<file path="src/rtl/calc_pkg.sv">
// Shared types and constants for the BCD calculator core.
package calc_pkg;

  typedef enum logic [1:0] {
    ST_IDLE,
    ST_CALC,
    ST_DONE
  } calc_state_e;

  localparam int BCD_W   = 4;
  localparam int BCD_MAX = 9;

endpackage

</file>
<file path="src/rtl/bcd_digit_addsub.sv">
// One-digit BCD adder/subtractor: mode 0 adds with carry, mode 1 subtracts with borrow.
module bcd_digit_addsub
  import calc_pkg::*;
(
  input  logic [BCD_W-1:0] x,
  input  logic [BCD_W-1:0] y,
  input  logic             cin,
  input  logic             mode,
  output logic [BCD_W-1:0] digit,
  output logic             cout
);

  logic [BCD_W:0] sum;
  logic [BCD_W:0] diff;

  always_comb begin
    sum   = {1'b0, x} + {1'b0, y} + {{BCD_W{1'b0}}, cin};
    diff  = {1'b0, x} - {1'b0, y} - {{BCD_W{1'b0}}, cin};
    digit = '0;
    cout  = 1'b0;
    if (!mode) begin
      if (sum > (BCD_W + 1)'(BCD_MAX)) begin
        digit = BCD_W'(sum - (BCD_W + 1)'(10));
        cout  = 1'b1;
      end else begin
        digit = sum[BCD_W-1:0];
      end
    end else begin
      // MSB set means the 5-bit difference wrapped below zero
      if (diff[BCD_W]) begin
        digit = BCD_W'(diff + (BCD_W + 1)'(10));
        cout  = 1'b1;
      end else begin
        digit = diff[BCD_W-1:0];
      end
    end
  end

endmodule

</file>
<file path="src/rtl/bcd_calc_core.sv">
// Two-operand BCD calculator: button-driven operand counters, digit-serial add/subtract.
module bcd_calc_core
  import calc_pkg::*;
#(
  parameter int DIGITS = 2
) (
  input  logic                          clk,
  input  logic                          Reset,
  input  logic                          Button1,
  input  logic                          Button2,
  input  logic                          Operation,
  input  logic                          Equals,
  output logic [BCD_W*DIGITS-1:0]       NumberA,
  output logic [BCD_W*DIGITS-1:0]       NumberB,
  output logic [BCD_W*(DIGITS+1)-1:0]   Result,
  output logic                          Neg,
  output logic                          Busy,
  output logic                          Done
);

  localparam int W     = BCD_W * DIGITS;
  localparam int RW    = BCD_W * (DIGITS + 1);
  localparam int IDX_W = (DIGITS > 1) ? $clog2(DIGITS) : 1;

  calc_state_e      state_q, state_d;
  logic [W-1:0]     numa_q, numa_d, numb_q, numb_d;
  logic [W-1:0]     opa_q, opa_d, opb_q, opb_d;
  logic [W-1:0]     acc_q, acc_d;
  logic [RW-1:0]    result_q, result_d;
  logic [IDX_W-1:0] idx_q, idx_d;
  logic             op_q, op_d, carry_q, carry_d, neg_q, neg_d;
  logic             b1_prev_q, b2_prev_q, eq_prev_q;
  logic             b1_edge, b2_edge, eq_edge;
  logic [BCD_W-1:0] dig_x, dig_y, dig_out;
  logic             dig_cout;

  function automatic logic [W-1:0] bcd_inc(input logic [W-1:0] v);
    logic [W-1:0] r;
    logic         c;
    r = v;
    c = 1'b1;
    for (int unsigned i = 0; i < DIGITS; i++) begin
      if (c) begin
        if (r[i*BCD_W +: BCD_W] == BCD_W'(BCD_MAX)) begin
          r[i*BCD_W +: BCD_W] = '0;
        end else begin
          r[i*BCD_W +: BCD_W] = r[i*BCD_W +: BCD_W] + BCD_W'(1);
          c = 1'b0;
        end
      end
    end
    return r;
  endfunction

  assign b1_edge = Button1 & ~b1_prev_q;
  assign b2_edge = Button2 & ~b2_prev_q;
  assign eq_edge = Equals  & ~eq_prev_q;

  assign dig_x = opa_q[idx_q*BCD_W +: BCD_W];
  assign dig_y = opb_q[idx_q*BCD_W +: BCD_W];

  bcd_digit_addsub u_digit (
    .x     (dig_x),
    .y     (dig_y),
    .cin   (carry_q),
    .mode  (op_q),
    .digit (dig_out),
    .cout  (dig_cout)
  );

  always_comb begin
    state_d  = state_q;
    numa_d   = numa_q;
    numb_d   = numb_q;
    opa_d    = opa_q;
    opb_d    = opb_q;
    acc_d    = acc_q;
    result_d = result_q;
    idx_d    = idx_q;
    op_d     = op_q;
    carry_d  = carry_q;
    neg_d    = neg_q;
    unique case (state_q)
      ST_IDLE, ST_DONE: begin
        if (eq_edge) begin
          // Subtract always runs larger-minus-smaller; sign is carried in Neg
          op_d    = Operation;
          neg_d   = Operation && (numa_q < numb_q);
          opa_d   = (Operation && (numa_q < numb_q)) ? numb_q : numa_q;
          opb_d   = (Operation && (numa_q < numb_q)) ? numa_q : numb_q;
          acc_d   = '0;
          carry_d = 1'b0;
          idx_d   = '0;
          state_d = ST_CALC;
        end else begin
          if (b1_edge) numa_d = bcd_inc(numa_q);
          if (b2_edge) numb_d = bcd_inc(numb_q);
          if ((b1_edge || b2_edge) && state_q == ST_DONE) state_d = ST_IDLE;
        end
      end
      ST_CALC: begin
        acc_d[idx_q*BCD_W +: BCD_W] = dig_out;
        carry_d = dig_cout;
        if (idx_q == IDX_W'(DIGITS - 1)) begin
          result_d = {{(BCD_W-1){1'b0}}, dig_cout & ~op_q, acc_d};
          idx_d    = '0;
          state_d  = ST_DONE;
        end else begin
          idx_d = idx_q + IDX_W'(1);
        end
      end
      default: state_d = ST_IDLE;
    endcase
  end

  always_ff @(posedge clk) begin
    if (Reset) begin
      state_q   <= ST_IDLE;
      numa_q    <= '0;
      numb_q    <= '0;
      opa_q     <= '0;
      opb_q     <= '0;
      acc_q     <= '0;
      result_q  <= '0;
      idx_q     <= '0;
      op_q      <= 1'b0;
      carry_q   <= 1'b0;
      neg_q     <= 1'b0;
      b1_prev_q <= 1'b0;
      b2_prev_q <= 1'b0;
      eq_prev_q <= 1'b0;
    end else begin
      state_q   <= state_d;
      numa_q    <= numa_d;
      numb_q    <= numb_d;
      opa_q     <= opa_d;
      opb_q     <= opb_d;
      acc_q     <= acc_d;
      result_q  <= result_d;
      idx_q     <= idx_d;
      op_q      <= op_d;
      carry_q   <= carry_d;
      neg_q     <= neg_d;
      b1_prev_q <= Button1;
      b2_prev_q <= Button2;
      eq_prev_q <= Equals;
    end
  end

  assign NumberA = numa_q;
  assign NumberB = numb_q;
  assign Result  = result_q;
  assign Neg     = neg_q;
  assign Busy    = (state_q == ST_CALC);
  assign Done    = (state_q == ST_DONE);

endmodule

</file>
<file path="config.mk">
export PLATFORM = sky130hd
export DESIGN_NAME = bcd_calc_core
export DESIGN_NICKNAME = d
export VERILOG_FILES = /design/src/rtl/calc_pkg.sv /design/src/rtl/bcd_digit_addsub.sv /design/src/rtl/bcd_calc_core.sv
export SDC_FILE = /design/constraint.sdc
export NUM_CORES = 1
export LEC_CHECK = 0
export CELL_PAD_IN_SITES_DETAIL_PLACEMENT = 0
export CELL_PAD_IN_SITES_GLOBAL_PLACEMENT = 2
export CORE_MARGIN = 2
export CORE_UTILIZATION = 30
export CTS_CLUSTER_SIZE = 30
export DETAILED_ROUTE_END_ITERATION = 12
export GPL_ROUTABILITY_DRIVEN = 0
export PLACE_DENSITY_LB_ADDON = 0.05
export SYNTH_ARGS = -nofsm -noshare
export SYNTH_HDL_FRONTEND = slang
export SYNTH_HIERARCHICAL = 1
export SYNTH_SLANG_ARGS = --single-unit
</file>
<file path="constraint.sdc">
create_clock -name clk -period 4 [get_ports clk]
set_input_delay 1 -clock clk [delete_from_list [all_inputs] [get_ports clk]]
set_output_delay 1 -clock clk [all_outputs]
set_load 0.05 [all_outputs]
</file>
**Yosys cells after proc, flatten, opt, wreduce, memory -nomap -nowiden**

Index checks and enable logic that the tools add are counted.

- Bits in registers: 58
- Input port bits: 6
- Output and inout bits: 31

- Add/sub/neg operators: 12
- Magnitude comparators: 2
- Equality and inequality tests: 9
- Shift-type cells: 4
- Multiplexer cells: 31
- Bitwise operators: 9
- Reduce and logical (&&, ||, !) cells: 14

Operator list:

| operator | count |
|---|---|
| 3-bit negation with 34-bit output | 1 |
| 4-bit by 34-bit variable shift with 8-bit output, first input constant | 1 |
| 4-bit by 34-bit variable part select with 8-bit output | 1 |
| 4-bit 2-to-1 mux | 7 |
| 8-bit 2-to-1 mux | 3 |
| 4-bit by 1-bit adder with 4-bit output, second input constant | 4 |
| 4-bit == test, second input constant | 4 |
| 8-bit case mux with 2 select lines | 1 |
| 8-bit by 4-bit variable part select with 4-bit output | 2 |
| 1-bit 2-to-1 mux | 13 |
| 8-bit bitwise mux | 1 |
| 8-bit less-than comparator | 1 |
| 2-bit AND reduction | 4 |
| 4-bit AND reduction | 2 |
| 2-bit 2-to-1 mux | 3 |
| 3-bit AND reduction | 2 |
| 4-bit by 4-bit adder with 5-bit output | 1 |
| 5-bit by 1-bit adder with 5-bit output | 1 |
| 5-bit by 4-bit > comparator with 1-bit output, second input constant | 1 |
| 1-bit NOT | 5 |
| 4-bit by 4-bit subtractor with 5-bit output | 1 |
| 5-bit by 1-bit subtractor with 5-bit output | 1 |
| 4-bit adder, second input constant | 1 |
| 1-bit AND | 4 |
| 14 further kinds | 16 |

**Longest topological paths before layout**

Gate-level depths: netlist of run 1.

- Word-level depth: 9
- Gate-level depth with buffers: 12
- Mapped depth without buffers: 11

**By module**

Netlist of run 1, hierarchy kept.

Modules (own cells, without submodules):

| module | instances | cells an instance | area each (um2) | sequential area each (um2) |
|---|---|---|---|---|
| bcd_calc_core | 1 | 320 | 2761.4 | 1081.0 |
| bcd_digit_addsub | 1 | 72 | 579.3 | 0.0 |

**Worst setup path before layout of run 1**

Ideal clock, no wire load.

- Path kind: register -> register
- Start point: register idx_q
- End point: register acc_q[2]
- Library setup time: 65 ps
- Data arrival time: 3226 ps
- Required time: 3935 ps
- Setup slack: 709 ps
- Cell stages (with the launch flop): 12
- Path buffers: 1
- Clock period less this slack: 3291 ps
- Cells stage by stage: dfxtp_1 clkbuf_1 mux2_2 fa_1 fa_1 and2b_2 o21ai_0 nand2_1 a211o_1 a32oi_1 a22oi_1 nor2_1

- Longest elaborated chain between the ends: 9
- Elaborated cells on any way between the ends: 17

RTL lines:

| item | RTL line | RTL |
|---|---|---|
| from (decl) | bcd_calc_core.sv:30 | `logic [IDX_W-1:0] idx_q, idx_d;` |
| from (signal assigned) | bcd_calc_core.sv:140 | `idx_q <= idx_d;` |
| 8-bit by 4-bit variable part select with 4-bit output * | bcd_calc_core.sv:60 | `assign dig_y = opb_q[idx_q*BCD_W +: BCD_W];` |
| named net dig_y[0] | bcd_calc_core.sv:34 | `logic [BCD_W-1:0] dig_x, dig_y, dig_out;` |
| 4-bit by 4-bit adder with 5-bit output / 4-bit by 4-bit subtractor with 5-bit output (equally long branches) | bcd_digit_addsub.sv:17, bcd_digit_addsub.sv:18 |  |
| 5-bit by 1-bit adder with 5-bit output / 5-bit by 1-bit subtractor with 5-bit output (equally long branches) | bcd_digit_addsub.sv:17, bcd_digit_addsub.sv:18 |  |
| 4-bit subtractor (tied with other cells) | bcd_digit_addsub.sv:23 | `digit = BCD_W'(sum - (BCD_W + 1)'(10));` |
| 4-bit 2-to-1 mux, on equally long branches | bcd_digit_addsub.sv:22, bcd_digit_addsub.sv:30 |  |
| 4-bit 2-to-1 mux * | bcd_digit_addsub.sv:21 | `if (!mode) begin` |
| named net dig_out[2] | bcd_calc_core.sv:34 |  |
| 4-bit by 34-bit variable part select with 8-bit output * | bcd_calc_core.sv:102 | `acc_d[idx_q*BCD_W +: BCD_W] = dig_out;` |
| 8-bit bitwise mux * | bcd_calc_core.sv:102 |  |
| 8-bit case mux with 2 select lines * | bcd_calc_core.sv:83 | `unique case (state_q)` |
| to (signal assigned) | bcd_calc_core.sv:123 | `acc_q <= '0;` |
| to (signal assigned) | bcd_calc_core.sv:138 | `acc_q <= acc_d;` |
| to (decl) | bcd_calc_core.sv:28 | `logic [W-1:0] acc_q, acc_d;` |

The timed path passes the listed nets; every way through them passes the cells marked *.
A chain may end at the register's enable or synchronous reset.

**Final worst setup path of run 1**

Same ends and word-level chain as after synthesis.

==> metrics.md, run 1 <==
| Metric | Value |
|---|---|
| Synthesis Warnings | 6 |
| Most frequent cells after synthesis | sky130_fd_sc_hd__dfxtp_1 (54), sky130_fd_sc_hd__nor2_1 (42), sky130_fd_sc_hd__nand2_1 (33) |
| Pin slew with the least headroom to its limit | 1.08 ns |
| Longest Clk Path Bufs | 2 |
| Post-synthesis sequential element count | 54 |
| Die extent in y | 110 µm |
| CP most frequent cell | sky130_fd_sc_hd__fa_1 |
| End-of-flow core utilization | 35.8% |
| Core ar. | 10800 µm² |
| Comb power frac | 29.1% |
| Vias in the first global route | 2722 |
| IO Port Bufs | 33 |
| Clock tree sinks | 54 |
| Count of instances resized after the clock tree is built | 0 |
| Drt via density | 5.05 |
| Post-route cell area | 3880 µm² |
| Post-route DRC | 0 |
| Static Leak | 1.41 nW |
| DR pass1 iterations | 4 |
| Mapped Cells | 392 |
| Depth of the CTS H-tree | 2 |
| Primary flip-flop cell chosen by synthesis mapping | sky130_fd_sc_hd__dfxtp_1 |
| Top-Level Pins | 37 |
| Final critical-path share of the clock period | 85.9% |
| Start-to-end type of the worst setup path | register to register |
| Count of distinct cell types in the synthesized netlist | 56 |
| Wire length of the first global-routing pass | 14300 µm |
| First DRT Iteration DRCs | 152 |
| Total of endpoints with negative setup slack in the final report | 0 |
| Biggest cell delay along the critical path | 0.61 ns |
| Share of the synthesized area in the top cell type | 32.4% |
| Synth Area per Inst | 8.52 µm² |
| Clock latency on the worst-skew pair | 0.32 ns |
| Share of synthesized registers carrying an async set or reset | 0% |
| Via Count | 2798 |
| Kind of end point of the critical path | register |
| Largest fanout of any net on the critical path | 12 |
| Antenna violations before repair | 0 |
| Sum of overflow across all layers after global routing | 0 |
| Number of slew-limit violations in the final report | 0 |
| Unrepaired setup endpoints after global routing | no |
| Internal Dissipation | 853 µW |
| Switching portion of total power | 34.9% |
| Post-Route Skew | 0.0111 ns |
| Clock power frac | 25.8% |
| Cell Chain, Critical Path | mux2_2 > fa_1 > fa_1 > xor2_1 > ha_1 > a221oi_2 > nand2b_1 > a32oi_1 > a22oi_1 > nor2_1 |
| Share of total power in sequential cells | 45.1% |
| Final-stage net count | 441 |
| Maximum number of pins on one net before global-route repair | 57 |
| Width of the chip | 110 µm |
| Area enclosed by the die boundary | 12000 µm² |
| Max stage delay cell, worst path | sky130_fd_sc_hd__dfxtp_1 |
| Largest vdd supply drop | 0.180 mV |
| TritonCTS clock tree | built |
| Worst Path Required | 4.25 ns |
| CP arrival | 3.69 ns |
| Routed wire length | 8690 µm |
| Normalized max-slew margin | 28.2% |
| Cell taking the most area after synthesis | sky130_fd_sc_hd__dfxtp_1 |
| Count of max-cap constraint violations | 0 |
| Nature of the critical path startpoint | register |
| Total GRT Usage | 15.3% |
| Overall power after layout | 1.31 mW |
| Top post-synthesis cells by area | sky130_fd_sc_hd__dfxtp_1 (32%), sky130_fd_sc_hd__ha_1 (6.7%), sky130_fd_sc_hd__nor2_1 (4.7%), sky130_fd_sc_hd__a211oi_1 (4.3%), sky130_fd_sc_hd__a2111oi_0 (4.2%) |
| Peak Freq | 0.291 GHz |
| Sw power | 457 µW |
| Post-synthesis sequential area ratio | 32.4% |
| Total setup buffers inserted after CTS | 0 |
| Status | finished, final reports clean |
| Power density normalized to cell area | 338 nW/µm² |
| Post-route minimum period | 3.43 ns |
| Cell area after technology mapping | 3340 µm² |
| Number of clock buffers inserted by TritonCTS | 5 |
| Hold violation total from the final report | 0 |
| Initial cell density of the core | 30.8% |
| Library cell with the highest instance count after synthesis | sky130_fd_sc_hd__dfxtp_1 |
| Final HPWL from detailed placement | 6050 µm |
| Share of layout cells above drive strength 1 | 9.90% |
| EDFF count, synth | 0 |
| Cell Rows | 38 |
| Clock-pin transition on the worst setup and hold timing paths | 0.12 ns |
| Type of the tightest min-delay check | register to register |
| Final sum of negative setup slack | 0 ns |
| Signed area change from the synthesized netlist to the final layout | 16.0% |
| Post-DRT Antenna Nets | 0 |
| WL/cell | 15.7 µm |
| Hold buffer count at cts | 0 |
| Placed inst area | 3780 µm² |
| Antenna Cells | 0 |
| CTS Root Buffer Type | sky130_fd_sc_hd__clkbuf_8 |
[state kept, by name, summed over array words and instances (netlist names)]
signal and flops:
b1_prev_q 1, state_q 2, opa_q 8, acc_q 4
opb_q 8, NumberA 8, Result 9, idx_q 1
b2_prev_q 1, Neg 1, eq_prev_q 1, op_q 1
NumberB 8, carry_q 1
[metrics by stage]
stage          hold slack, ns  std cells  worst slack, ns
2_1_floorplan           0.432        394            0.709
4_1_cts                 0.465        554            0.531
6_report                0.462        554            0.565
3_5_place_dp            0.448        546            0.556
3_3_place_gp            0.441        546            0.615
5_1_grt                 0.480        554            0.322
[power by group through the flow]
| stage | Clock [mW] | Combinational (mW) | Sequential (mW) |
|---|---|---|---|
| detailed placement | 0 | 0.385 | 0.605 |
| global placement | 0 | 0.387 | 0.605 |
| CTS | 0.357 | 0.387 | 0.592 |
| finish | 0.338 | 0.381 | 0.591 |
| floorplan | 0 | 0.294 | 0.605 |
| global route | 0.375 | 0.433 | 0.597 |
[routing by layer]
layer | part of all wire, % | routed length (µm) | track usage, %
met1 | 49 | 4250 | 20.0
met2 | 48 | 4160 | 26.1
met4 | 0.60 | 52 | 3.80
met5 | 0 | 0 | 0
met3 | 2.6 | 222 | 2.55
[path summary, 6_finish.rpt]
path / slack [ns] / from / depth (start not counted) / to
hold / removal: 0.46 / Result[3]$_SDFFE_PP0P_ / 2 / Result[3]$_SDFFE_PP0P_
setup reg to reg: 0.57 / idx_q$_SDFFE_PP0P_ / 10 / acc_q[2]$_SDFFE_PP0P_
hold reg to reg: 0.46 / Result[3]$_SDFFE_PP0P_ / 2 / Result[3]$_SDFFE_PP0P_
setup / recovery: 0.57 / idx_q$_SDFFE_PP0P_ / 10 / acc_q[2]$_SDFFE_PP0P_
[critical path: cells and delay by family (launching register included)]
family / cells / cell delay (ns)
AOI/OAI and AO/OA: 3 / 0.83
xor gates and xnor gates: 1 / 0.18
and+or+nand+nor: 2 / 0.21
muxes: 1 / 0.42
DFF: 1 / 0.61
adders and majority gates: 3 / 1.13
[placed cells by master, fill, tap and decap left out, types with 5 or more instances in the layout]
cell type | netlist | routed
sky130_fd_sc_hd__nand2b_1 | 9 | 9
sky130_fd_sc_hd__o21ai_0 | 5 | 5
sky130_fd_sc_hd__a21oi_1 | 25 | 25
sky130_fd_sc_hd__inv_1 | 22 | 22
sky130_fd_sc_hd__clkdlybuf4s50_1 | 0 | 32
sky130_fd_sc_hd__nor2b_1 | 10 | 10
sky130_fd_sc_hd__nor2_1 | 42 | 42
sky130_fd_sc_hd__nand2_1 | 33 | 33
sky130_fd_sc_hd__nand3b_1 | 5 | 5
sky130_fd_sc_hd__a2111oi_0 | 16 | 16
sky130_fd_sc_hd__mux2_2 | 8 | 8
sky130_fd_sc_hd__clkbuf_8 | 0 | 5
sky130_fd_sc_hd__ha_1 | 18 | 18
sky130_fd_sc_hd__nand3_1 | 5 | 5
sky130_fd_sc_hd__xnor2_1 | 8 | 8
sky130_fd_sc_hd__mux2i_1 | 6 | 6
sky130_fd_sc_hd__o21bai_1 | 16 | 16
sky130_fd_sc_hd__dfxtp_1 | 54 | 54
sky130_fd_sc_hd__a211oi_1 | 19 | 19
sky130_fd_sc_hd__buf_4 | 3 | 5
[logic make-up after synthesis]
| kind of cell | count (synthesis) | synth area share (%) |
|---|---|---|
| other cells | 1 | 0.112 |
| buf+inv | 48 | 5.84 |
| xor+xnor | 11 | 2.88 |
| compound gates | 107 | 23.4 |
| flops | 54 | 32.4 |
| mux | 14 | 4.49 |
| fa+ha+maj | 22 | 9.14 |
| simple gates | 135 | 21.8 |
[layout make-up]
class,count,area (µm²)
clock inverters,3,28.8
fillers,1161,6960
well taps,140,175
multi-input cells,292,2080
inverters,22,82.6
flip-flops and latches,54,1080
clock buffers,5,68.8
repair buffers,38,363
Note: power is estimated with default switching activity, not from simulation.
==> run 2, diff against run 1 <==
--- a/config.mk
+++ b/config.mk
@@ -7,12 +7,14 @@
 export LEC_CHECK = 0
 export CELL_PAD_IN_SITES_DETAIL_PLACEMENT = 0
 export CELL_PAD_IN_SITES_GLOBAL_PLACEMENT = 2
+export CORE_ASPECT_RATIO = 1.2
 export CORE_MARGIN = 2
 export CORE_UTILIZATION = 30
 export CTS_CLUSTER_SIZE = 30
 export DETAILED_ROUTE_END_ITERATION = 12
 export GPL_ROUTABILITY_DRIVEN = 0
 export PLACE_DENSITY_LB_ADDON = 0.05
+export SLEW_MARGIN = 20
 export SYNTH_ARGS = -nofsm -noshare
 export SYNTH_HDL_FRONTEND = slang
 export SYNTH_HIERARCHICAL = 1
==> run 2 against run 1 <==
Against the previous run: non-clock buffer count decreased by 1; fmax increased by 0.16%; power increased by 10%; via count increased by 0.96%; flip-flop and latch count unchanged; worst setup slack improved by 0.0055 ns; register-to-register slack about the same; critical path depth unchanged; sequential power about the same; core utilization increased by 0.083 points; first-iteration DRC count decreased by 34%; highest routed layer unchanged.
==> metrics.md, run 2 (synthesis gave the netlist of run 1 again) <==
| Metric | Value |
|---|---|
| Depth of the CTS H-tree | 2 |
| Clock tree sinks | 54 |
| Area used by sequential logic in the layout | 1080 µm² |
| Static Leak | 1.43 nW |
| Antenna violations before repair | 0 |
| Peak Freq | 0.292 GHz |
| Hold Path End | Result[3]$_SDFFE_PP0P_ |
| Final critical-path share of the clock period | 85.7% |
| Initial cell density of the core | 30.6% |
| Pin slew with the least headroom to its limit | 0.799 ns |
| Final-stage net count | 440 |
| Routed wire length | 8900 µm |
| Sum of overflow across all layers after global routing | 0 |
| Core ar. | 10900 µm² |
| Setup slack at placement | 0.539 ns |
| Longest Clk Path Bufs | 2 |
| Worst Path Required | 4.24 ns |
| Count of instances resized after the clock tree is built | 0 |
| Width of the chip | 100 µm |
| Post-route DRC | 0 |
| Most common cell after layout, fill and taps aside | sky130_fd_sc_hd__dfxtp_1 |
| Reg2reg path depth | 10 |
| CTS Root Buffer Type | sky130_fd_sc_hd__clkbuf_16 |
| Total of endpoints with negative setup slack in the final report | 0 |
| IO Port Bufs | 33 |
| Final critical-path setup slack | 0.571 ns |
| Signed area change from the synthesized netlist to the final layout | 17.3% |
| Normalized max-slew margin | 46.6% |
| Post-Route Skew | 0.00798 ns |
| Flip-flop count of the largest register after layout | 9 |
| First DRT Iteration DRCs | 100 |
| Worst-case register-to-register setup slack | 0.57 ns |
| Worst reg2reg path endpoint | acc_q[2]$_SDFFE_PP0P_ |
| WHS Path Cells | 2 |
| Final HPWL from detailed placement | 6300 µm |
| Hold violation total from the final report | 0 |
| Post-route worst hold slack | 0.459 ns |
| CP arrival | 3.67 ns |
| Largest vdd supply drop | 0.211 mV |
| Nature of the critical path startpoint | register |
| Area enclosed by the die boundary | 12000 µm² |
| DR pass1 iterations | 4 |
| Total setup buffers inserted after CTS | 0 |
| Start-to-end type of the worst setup path | register to register |
| Status | finished, final reports clean |
| Filler cells | 1161 |
| Hold buffer count at cts | 0 |
| Vias in the first global route | 2798 |
| Startpoint of the worst-slack reg-to-reg timing path | idx_q$_SDFFE_PP0P_ |
| WL/cell | 16.3 µm |
| Post-DRT Antenna Nets | 0 |
| Die extent in y | 120 µm |
| TritonCTS clock tree | built |
| Wire length of the first global-routing pass | 15000 µm |
| Cell Rows | 42 |
| Largest fanout of any net on the critical path | 12 |
| Unrepaired setup endpoints after global routing | no |
| Number of clock buffers inserted by TritonCTS | 5 |
| Clock latency on the worst-skew pair | 0.30 ns |
| Kind of end point of the critical path | register |
| Via Count | 2825 |
| Final sum of negative setup slack | 0 ns |
| Maximum number of pins on one net before global-route repair | 57 |
| Top-Level Pins | 37 |
| Number of slew-limit violations in the final report | 0 |
| Power density normalized to cell area | 368 nW/µm² |
| Most used cells in the layout excluding fill and tap cells | sky130_fd_sc_hd__dfxtp_1 (54), sky130_fd_sc_hd__nor2_1 (42), sky130_fd_sc_hd__nand2_1 (33) |
| Post-route minimum period | 3.43 ns |
| End-of-flow core utilization | 35.8% |
| Type of the tightest min-delay check | register to register |
| Count of max-cap constraint violations | 0 |
| Total GRT Usage | 15.7% |
| Clock-pin transition on the worst setup and hold timing paths | 0.08 ns |
| Worst hold path startpoint | Result[3]$_SDFFE_PP0P_ |
| Antenna Cells | 0 |
| Area taken by multi-input logic gates | 2080 µm² |
| Share of layout cells above drive strength 1 | 9.69% |
| Drt via density | 5.18 |
-- run 2: changes by cell type in the layout (fill, tap and decap cells not counted), sizes merged --
cell,change
buf,-1
-- run 2: final cells by class --
class,count,share of cell area [%]
sequential,54,27.6
tap,132,4.22
clock buffer,5,3.19
timing repair buffer,37,9.13
multi-input combinational,292,53.0
inverter,22,2.11
clock inverter,3,0.735
-- run 2: routing by layer --
metal / up-vias / global-route usage [%] / routed length (µm)
met5: - / 0 / 0
met4: 0 / 4.45 / 132
met3: 7 / 2.33 / 180
met2: 29 / 26.7 / 4450
met1: 1347 / 20.6 / 4140
li1: 1442 / - / -
-- run 2: worst max-delay path, stage by stage (launching register included) --
cell,delay (ns)
sky130_fd_sc_hd__dfxtp_1,0.61
sky130_fd_sc_hd__mux2_2,0.42
sky130_fd_sc_hd__fa_1,0.46
sky130_fd_sc_hd__fa_1,0.42
sky130_fd_sc_hd__xor2_1,0.19
sky130_fd_sc_hd__ha_1,0.27
sky130_fd_sc_hd__a221oi_2,0.35
sky130_fd_sc_hd__nand2b_1,0.09
sky130_fd_sc_hd__a32oi_1,0.32
sky130_fd_sc_hd__a22oi_1,0.14
sky130_fd_sc_hd__nor2_1,0.11
-- run 2: metrics by stage --
stage | power, mW | instances | area [µm²]
final | 1.44 | 545 | 3920
after global routing | 1.53 | 545 | 3920
after CTS | 1.47 | 545 | 3920
after detailed placement | 0.993 | 537 | 3760
after global placement | 0.992 | 537 | 3760
after floorplan | 0.899 | 394 | 3350
-- run 2: worst max-delay path by stage --
| stage | slack (ns) | end | startpoint | depth (start not counted) |
|---|---|---|---|---|
| 6_report | 0.57 | acc_q[2]$_SDFFE_PP0P_ | idx_q$_SDFFE_PP0P_ | 10 |
| 5_1_grt | 0.26 | acc_q[2]$_SDFFE_PP0P_ | idx_q$_SDFFE_PP0P_ | 10 |
| 4_1_cts | 0.50 | acc_q[2]$_SDFFE_PP0P_ | idx_q$_SDFFE_PP0P_ | 10 |
| 3_5_place_dp | 0.54 | acc_q[2]$_SDFFE_PP0P_ | idx_q$_SDFFE_PP0P_ | 10 |
| 3_3_place_gp | 0.59 | acc_q[2]$_SDFFE_PP0P_ | idx_q$_SDFFE_PP0P_ | 10 |
| 2_1_floorplan | 0.71 | acc_q[2]$_SDFFE_PP0P_ | idx_q$_SDFFE_PP0P_ | 11 |
-- run 2: report_power, final --
| part | total, mW | switching [mW] | internal [mW] |
|---|---|---|---|
| Sequential | 0.590 | 0.0252 | 0.565 |
| Clock | 0.467 | 0.226 | 0.241 |
| Combinational | 0.385 | 0.230 | 0.155 |
| Total | 1.44 | 0.481 | 0.961 |
